**config.mk**
```make
export PLATFORM = sky130hd
export DESIGN_NAME = mem_access_ctrl
export DESIGN_NICKNAME = d
export VERILOG_FILES = /design/src/rtl/mem_access_ctrl.sv
export SDC_FILE = /design/constraint.sdc
export NUM_CORES = 1
export LEC_CHECK = 0
export BUFFER_PORTS_ARGS = -buffer_cell sky130_fd_sc_hd__buf_2
export CAP_MARGIN = 20
export CORE_MARGIN = 2
export CORE_UTILIZATION = 46
export DETAILED_ROUTE_END_ITERATION = 8
export GPL_TIMING_DRIVEN = 1
export HOLD_SLACK_MARGIN = 0.12
export PLACE_DENSITY = 0.79
export SYNTH_ARGS = -nofsm -noshare
export SYNTH_HDL_FRONTEND = slang
export SYNTH_SLANG_ARGS = --single-unit
```
**constraint.sdc**
```tcl
create_clock -name clk -period 2.49 [get_ports clk]
set_clock_uncertainty 0.15 [all_clocks]
set_input_delay 0.3735 -clock clk [delete_from_list [all_inputs] [get_ports clk]]
set_output_delay 0.3735 -clock clk [all_outputs]
set_load 0.01 [all_outputs]
```
**src/rtl/mem_access_ctrl.sv**
```systemverilog
// CPU-side initiator for the 512x32 synchronous single-port RAM.
// One request at a time over valid/ready; all outputs come straight from flops.
module mem_access_ctrl #(
    parameter int ADDR_W     = 9,
    parameter int DATA_W     = 32,
    parameter int RD_LATENCY = 1
) (
    input  logic              clk,
    input  logic              rst_n,
    input  logic              req_valid,
    output logic              req_ready,
    input  logic              req_write,
    input  logic [ADDR_W-1:0] req_addr,
    input  logic [DATA_W-1:0] req_wdata,
    output logic              resp_valid,
    output logic [DATA_W-1:0] resp_rdata,
    output logic [ADDR_W-1:0] ram_addr,
    output logic [DATA_W-1:0] ram_data_in,
    output logic              ram_we,
    input  logic [DATA_W-1:0] ram_data_out
);

    typedef enum logic [1:0] {
        IDLE  = 2'd0,
        WRITE = 2'd1,
        READ  = 2'd2,
        RESP  = 2'd3
    } state_t;

    state_t     r_state;
    logic [2:0] r_cnt;

    always_ff @(posedge clk or negedge rst_n) begin
        if (!rst_n) begin
            r_state     <= IDLE;
            r_cnt       <= '0;
            req_ready   <= 1'b1;
            resp_valid  <= 1'b0;
            resp_rdata  <= '0;
            ram_addr    <= '0;
            ram_data_in <= '0;
            ram_we      <= 1'b0;
        end else begin
            case (r_state)
                IDLE: begin
                    if (req_valid) begin
                        ram_addr    <= req_addr;
                        ram_data_in <= req_wdata;
                        req_ready   <= 1'b0;
                        if (req_write) begin
                            ram_we  <= 1'b1;
                            r_state <= WRITE;
                        end else begin
                            r_cnt   <= 3'(RD_LATENCY);
                            r_state <= READ;
                        end
                    end
                end
                WRITE: begin
                    ram_we     <= 1'b0;
                    resp_valid <= 1'b1;
                    r_state    <= RESP;
                end
                READ: begin
                    // Address is held, so the RAM word is stable once the count expires.
                    if (r_cnt != 3'd0) begin
                        r_cnt <= 3'(r_cnt - 3'd1);
                    end else begin
                        resp_rdata <= ram_data_out;
                        resp_valid <= 1'b1;
                        r_state    <= RESP;
                    end
                end
                RESP: begin
                    resp_valid <= 1'b0;
                    req_ready  <= 1'b1;
                    r_state    <= IDLE;
                end
                default: begin
                    r_state <= IDLE;
                end
            endcase
        end
    end

endmodule

```
# Word-level counts from Yosys, hierarchy flattened

Index checks and enable logic that the tools add are counted.

Reduce and logical (&&, ||, !) cells: 13
Mux-type cells: 15
Add/subtract/negate cells: 1
Eq/ne operators: 8
Bitwise logic cells: 1

Operator list:

| cell                                              | number |
|---|---|
| inequality test 2 bit (second input constant)     | 5 |
| AND reduction 2 bit                               | 5 |
| 2-to-1 mux 3 bit                                  | 3 |
| case mux 2 bit (4 select lines)                   | 1 |
| 2-to-1 mux 2 bit                                  | 3 |
| case mux 3 bit (2 select lines)                   | 1 |
| nonzero test 2 bit                                | 3 |
| nonzero test 3 bit                                | 2 |
| == test 2 bit (second input constant)             | 2 |
| 2-to-1 mux 1 bit                                  | 4 |
| case mux 1 bit (2 select lines)                   | 2 |
| AND reduction 4 bit                               | 1 |
| case mux 1 bit (3 select lines)                   | 1 |
| AND reduction 3 bit                               | 1 |
| subtractor 3 x 1 -> 3 bit (second input constant) | 1 |
| == test 2 x 1 -> 1 bit (second input constant)    | 1 |
| logical NOT 2 bit                                 | 1 |
| NOT 1 bit                                         | 1 |

Output and inout bits: 76
Register bits: 81
Word-level logic and storage cells: 46
Input port bits: 77

# Logic depth before layout (Yosys ltp)

Gate-level depths: netlist (run 1).

Depth after elaboration: 3
Mapped depth: 6
Mapped depth without buffers: 6

# Worst setup path before layout (run 1)

No wires, ideal clock.

Path kind: reg-to-reg
From: reg r_cnt[0]
To: reg r_cnt[0]
Path buffers: 0
Arrival: 1.492 ns
Required time: 2.215 ns
Slack: 0.723 ns
Stages on the path, launching flop included: 6
Setup time: 0.125 ns
Cell sequence: dfrtp_1 > inv_1 > ha_1 > ha_1 > a221oi_2 > mux2_4

Word-level cells in the longest chain between the ends: 3

RTL lines:

| item                                                                   | RTL line | RTL |
|---|---|---|
| from (decl)                                                            | 31       | `logic [2:0] r_cnt;` |
| from (signal assigned)                                                 | 54       | `r_cnt <= 3'(RD_LATENCY);` |
| from (signal assigned)                                                 | 67       | `r_cnt <= 3'(r_cnt - 3'd1);` |
| subtractor 3 x 1 -> 3 bit or nonzero test 3 bit (tied branches)        | 67, 66   |  |
| 2-to-1 mux 3 bit or inequality test 2 bit (tied branches)              | n/a      |  |
| case mux 3 bit (2 select lines) or AND reduction 4 bit (tied branches) | n/a      |  |

Several ways; a longest one is shown, not always the timed one. The select of a mux whose other input is x is not followed.
A chain may end at the register's enable or synchronous reset.

# Final worst setup path (run 1)

From: reg r_state[0]
To: reg ram_data_in[14]

Word-level cells in the longest chain between the ends: 2

RTL lines:

| item                                 | RTL line | RTL |
|---|---|---|
| from (decl)                          | 30       | `state_t r_state;` |
| from (signal assigned)               | 35       | `r_state <= IDLE;` |
| from (signal assigned)               | 52       | `r_state <= WRITE;` |
| from (signal assigned)               | 55       | `r_state <= READ;` |
| logical NOT 2 bit                    | 44       | `case (r_state)` |
| AND reduction 2 bit (no source line) | n/a      |  |
| to (signal assigned)                 | 48       | `ram_data_in <= req_wdata;` |
| to (decl)                            | 18       | `output logic [DATA_W-1:0] ram_data_in,` |

No other way between the ends.

==> results of run 1 <==
## synthesized netlist by cell type, drive strengths merged
| cell | n | area [um2] |
|---|---|---|
| mux2i | 6 | 60.1 |
| o31ai | 1 | 7.51 |
| nor2 | 3 | 11.3 |
| o22ai | 1 | 6.26 |
| nand2b | 3 | 18.8 |
| nor2b | 3 | 18.8 |
| dfstp | 1 | 26.3 |
| dfrtp | 80 | 2000 |
| ha | 7 | 87.6 |
| mux2 | 74 | 837 |
| o2bb2ai | 1 | 8.76 |
| a21oi | 1 | 5.00 |
| o21ai | 2 | 10.0 |
| a221oi | 1 | 15.0 |
| buf | 7 | 35.0 |
| nand2 | 4 | 15.0 |
| or2b | 1 | 7.51 |
| inv | 6 | 22.5 |
## metrics by stage
stage          instances  total power (W)  setup slack [ns]  utilization [%]  area, um2
2_1_floorplan        202          0.00372             0.723                -       3190
3_3_place_gp         431          0.00457             0.614             60.4       4080
3_5_place_dp         431          0.00469             0.580             60.4       4080
4_1_cts              512          0.00593             0.562             73.6       4970
5_1_grt              515          0.00631             0.441             74.1       5000
6_report             515          0.00594             0.559             74.1       5000
## per-layer routing
| metal | vias up | track usage (%) |
|---|---|---|
| met1 | 1183 | 25.6 |
| met4 | 0 | 9.79 |
| met5 | - | 0 |
| met2 | 129 | 36.3 |
| met3 | 19 | 6.26 |
| li1 | 1156 | - |
## path summary, 6_finish.rpt
| kind | from | end | slack (ns) | depth (start not counted) |
|---|---|---|---|---|
| max in group asynchronous | rst_n | req_ready | 1.22 | 3 |
| min in group asynchronous | rst_n | resp_rdata[9] | 0.37 | 2 |
| worst min-delay path | req_addr[8] | ram_addr[8] | 0.14 | 2 |
| worst max register to register | r_state[0] | ram_data_in[14] | 0.56 | 5 |
| worst min register to register | resp_rdata[18] | resp_rdata[18] | 0.35 | 1 |
| worst max-delay path | r_state[0] | ram_data_in[14] | 0.56 | 5 |
## sequential cells by signal, indices dropped and copies added (netlist names)
name	count
r_state	2
resp_valid	1
ram_we	1
r_cnt	3
ram_data_in	32
req_ready	1
ram_addr	9
resp_rdata	32
## worst max-delay path, delay by kind of cell (launching register included)
family	cells	cell delay [ns]
buffers and inverters	2	0.36
flip-flops	1	0.40
adder cells (fa/ha/maj)	1	0.28
multiplexers	1	0.36
AND/OR/NAND/NOR	1	0.24
## layout make-up
class	count	share of cell area, %
Clock buffer	11	2.83
Clock inverter	5	2.05
Inverter	6	0.450
Multi-Input combinational cell	108	22.2
Sequential cell	81	40.5
Tap cell	80	2.00
Timing Repair Buffer	224	30.0
## power by group
part	switching [W]	internal, W
logic	0.00115	0.00131
registers	0.000343	0.00200
clock network	0.000449	0.000692
## kinds of logic after synthesis
| family | share of synthesized area [%] |
|---|---|
| fa+ha+maj | 2.74 |
| simple gates | 2.23 |
| compound gates | 1.65 |
| mux | 28.1 |
| buf+inv | 1.80 |
| flops | 63.5 |
## repair_timing
item                                   in CTS  in global routing
endpoints found under the hold margin      93                  3
hold buffers                               65                  3
gates resized for setup                     0                  0
==> impl_metrics.toml, run 1 <==
[pwr]
vdd_drop_max_uv = 702
power_density_nw_per_um2 = 1190
p_leak_nw = 2.46

[synth]
mappedNetlistNets = 286
yosys_register_bits = 81
seq_area_frac_synth_pct = 63.5
syn_inst = 202
yosysWarningCount = 0
synth_area_um2 = 3190
avgSynthCellArea_um2 = 15.8
ys_types = 19

[sta]
slew_headroom_pct = 72.7
fin_setup_tns_ns = 0
worstMarginPinSlew_ns = 0.410
setup_viol_count_final = 0
hold_ws_ns = 0.137
layout_min_cycle_time_ns = 1.93
rsz0062_at_grt = "false"
hold_viol = 0
final-max-slew-violation-count = 0
clock.fmax_ghz = 0.518
finalCritPeriodShare_pct = 77.5

[cells_and_area]
syn_to_final_growth_pct = 56.7
n_antenna_cell = 0
final_common_cell = "buf_2"
num-nets-final = 514
regArea_um2 = 2030
layout_common_cells = "buf_2 (151), dfrtp_1 (80), mux2_2 (73)"
drive_gt1_share_pct = 57.0
multi_input_area_um2 = 1110
n_fill_cell = 417

[clock_tree]
post_cts_buffers = 0
insertion_delay_ns = 0.34
cts_buffers = 9
clk_pin_slew_ns = 0.08
clock-sinks = 81
clockBufferDepth = 2
h-tree-depth = 3
root_buffer = "clkbuf_8"
cts_tree = "done"

[route]
routed.top_layer = "met4"
vias_per_cell = 4.83
wl_per_cell_um = 15.8
wl_met2_um = 3990
met1_length_um = 3280
drt-pass1-iter-count = 5
num_vias = 2487
routed_wirelength_um = 8160
wl_met3_um = 693
drc = 0
antenna_left = 0
drtIter0Drc = 52

[setup_path]
cp.required_ns = 2.56
critPathLaunchType = "flop"
end_kind = "flop"
cp_slowest_cell = "dfrtp_1"
crit_chain = "inv_1 > ha_1 > nand2_2 > buf_12 > mux2_2"
critPathArrivalTime_ns = 2.00
worstPathMaxFanout = 35
max_stage_delay_ns = 0.40
crit_type = "flop to flop"

[floorplan]
ios = 153
start_util_pct = 47.3
die_area_um2 = 7630
die_w_um = 87.3
core_um2 = 6760
rows = 30
die_h_um = 87.3

[hold_path]
hp-class = "primary input to flop"

[global_routing]
grt_usage_pct = 21.6
grt_pass1_vias = 2677
overflow = 0
antenna_found_initial = 0
grt_max_degree = 37
grt_pass1_wl_um = 12600

[place]
gp_congestion = 0.718
port_buffers = 152
dp_hpwl_um = 4980

[status]
status = "finished, final reports clean"

[job]
cap_violations = 0
(Power assumes the default switching activity.)
==> run 2: changes to the inputs <==
Settings changed: CORE_UTILIZATION 46 to 41, PLACE_DENSITY 0.79 to 0.74.
Clock period 2.49 ns to 1.7 ns, I/O delays scaled along.
==> impl_metrics.toml, run 2 (synthesized netlist as in run 1, its figures left out) <==
[cells_and_area]
final_common_cell = "buf_2"
layout_common_cells = "buf_2 (151), dfrtp_1 (80), dlygate4sd3_1 (76)"
num-nets-final = 535
syn_to_final_growth_pct = 64.7
n_antenna_cell = 0
fin_util_pct = 68.8
stdcell_count = 558
top_regs = "ram_data_in (32), resp_rdata (32), ram_addr (9)"
drive_gt1_share_pct = 58.8

[pwr]
vdd_drop_max_uv = 839
power_density_nw_per_um2 = 1670
sequentialPowerShare_pct = 38.8
power_frac_comb_pct = 46.0
clock_power_share_pct = 15.3
switching_power_w = 0.00298
intPower_w = 0.00581
netSwitchingFraction_pct = 33.9
p_leak_nw = 2.57

[global_routing]
grt_max_degree = 44
grt_usage_pct = 20.0
antenna_found_initial = 0
overflow = 0
grt_pass1_wl_um = 13300
grt_pass1_vias = 2886

[setup_path]
critPathArrivalTime_ns = 1.74
end_kind = "flop"
critPathLaunchType = "primary input"
cp.required_ns = 1.78
crit_type = "primary input to flop"
worstPathMaxFanout = 5

[floorplan]
core_um2 = 7650
die_w_um = 92.3
die_area_um2 = 8510
ios = 153
die_h_um = 92.3
rows = 32
start_util_pct = 41.8

[sta]
setup_viol_count_final = 0
worstMarginPinSlew_ns = 0.353
hold_viol = 0
layout_min_cycle_time_ns = 1.66
finalCritPeriodShare_pct = 97.7
final-max-slew-violation-count = 0
clock.fmax_ghz = 0.602
rsz0062_at_grt = "false"
slew_headroom_pct = 76.5

[place]
port_buffers = 152
dp_hpwl_um = 5070
dp_cells = 461
gp_congestion = 0.709

[clock_tree]
insertion_delay_ns = 0.34
clock-sinks = 81
clockBufferDepth = 2
h-tree-depth = 3
cts_tree = "done"
cts_buffers = 9
clk_pin_slew_ns = 0.08
root_buffer = "clkbuf_8"

[route]
routed_wirelength_um = 8480
vias_per_cell = 4.67
drc = 0
antenna_left = 0
num_vias = 2605
wl_per_cell_um = 15.2
drt-pass1-iter-count = 4
drtIter0Drc = 40

[hold_path]
hp-class = "primary input to asynchronous set/reset pin"

[status]
status = "finished, final reports clean"

[job]
cap_violations = 0
-- run 2: through the flow --
step | hold WS, ns | worst slack [ns] | total power, W | setup TNS [ns] | cell area [um2]
2_1_floorplan | -0.191 | -0.0219 | 0.00550 | -0.678 | 3220
3_3_place_gp | 0.0402 | -0.0633 | 0.00689 | -1.61 | 4190
3_5_place_dp | 0.0376 | -0.0895 | 0.00706 | -1.95 | 4190
4_1_cts | 0.196 | 0.00476 | 0.00867 | 0 | 5190
5_1_grt | 0.245 | 0.00408 | 0.00936 | 0 | 5260
6_report | 0.222 | 0.0383 | 0.00878 | 0 | 5260
-- run 2: path summary, 6_finish.rpt --
kind / from / endpoint / slack [ns] / cells past startpoint
worst max register to register: r_cnt[0] / r_cnt[0] / 0.04 / 5
min in group clk: ram_data_in[3] / ram_data_in[3] / 0.35 / 1
worst min-delay path: rst_n / ram_data_in[1] / 0.22 / 2
worst min register to register: ram_data_in[3] / ram_data_in[3] / 0.35 / 1
max in group asynchronous: rst_n / req_ready / 0.60 / 3
worst max-delay path: req_write / r_cnt[0] / 0.04 / 5
-- run 2: cell type report --
| class | count | area [um2] |
|---|---|---|
| sequential | 81 | 2030 |
| clock buffer | 11 | 131 |
| fill | 539 | 2380 |
| multi-input combinational | 108 | 1160 |
| timing repair buffer | 245 | 1730 |
| inverter | 6 | 22.5 |
| tap | 102 | 128 |
| clock inverter | 5 | 56.3 |
-- run 2: worst max-delay path: stages --
cell	delay [ns]
dlygate4sd3_1	0.53
buf_2	0.14
nand2b_1	0.18
a221oi_4	0.30
mux2_4	0.33
-- run 2: layer usage --
metal  vias up  part of all wire, %  GRT usage [%]
li1       1199                    -              -
met1      1266                   40           22.6
met2       122                   49           33.6
met3        18                  8.7           7.40
met4         0                  2.1           9.08
met5         -                    0              0
-- run 2: power by group through the flow --
| stage | combinational [W] | sequential (W) | clock [W] |
|---|---|---|---|
| after global placement | 0.00353 | 0.00336 | 0 |
| after CTS | 0.00389 | 0.00338 | 0.00140 |
| after detailed placement | 0.00366 | 0.00340 | 0 |
| final | 0.00404 | 0.00340 | 0.00134 |
| after floorplan | 0.00165 | 0.00385 | 0 |
| after global routing | 0.00437 | 0.00352 | 0.00147 |
-- run 2: timing repair --
item / 4_1_cts / 5_1_grt
setup endpoints to repair: 36 / 71
hold buffers: 76 / 0
resized for setup: 7 / 7
pin swaps: 0 / 2
cloned: 1 / 2
endpoints found under the hold margin: 156 / 0
setup buffers: 1 / 1
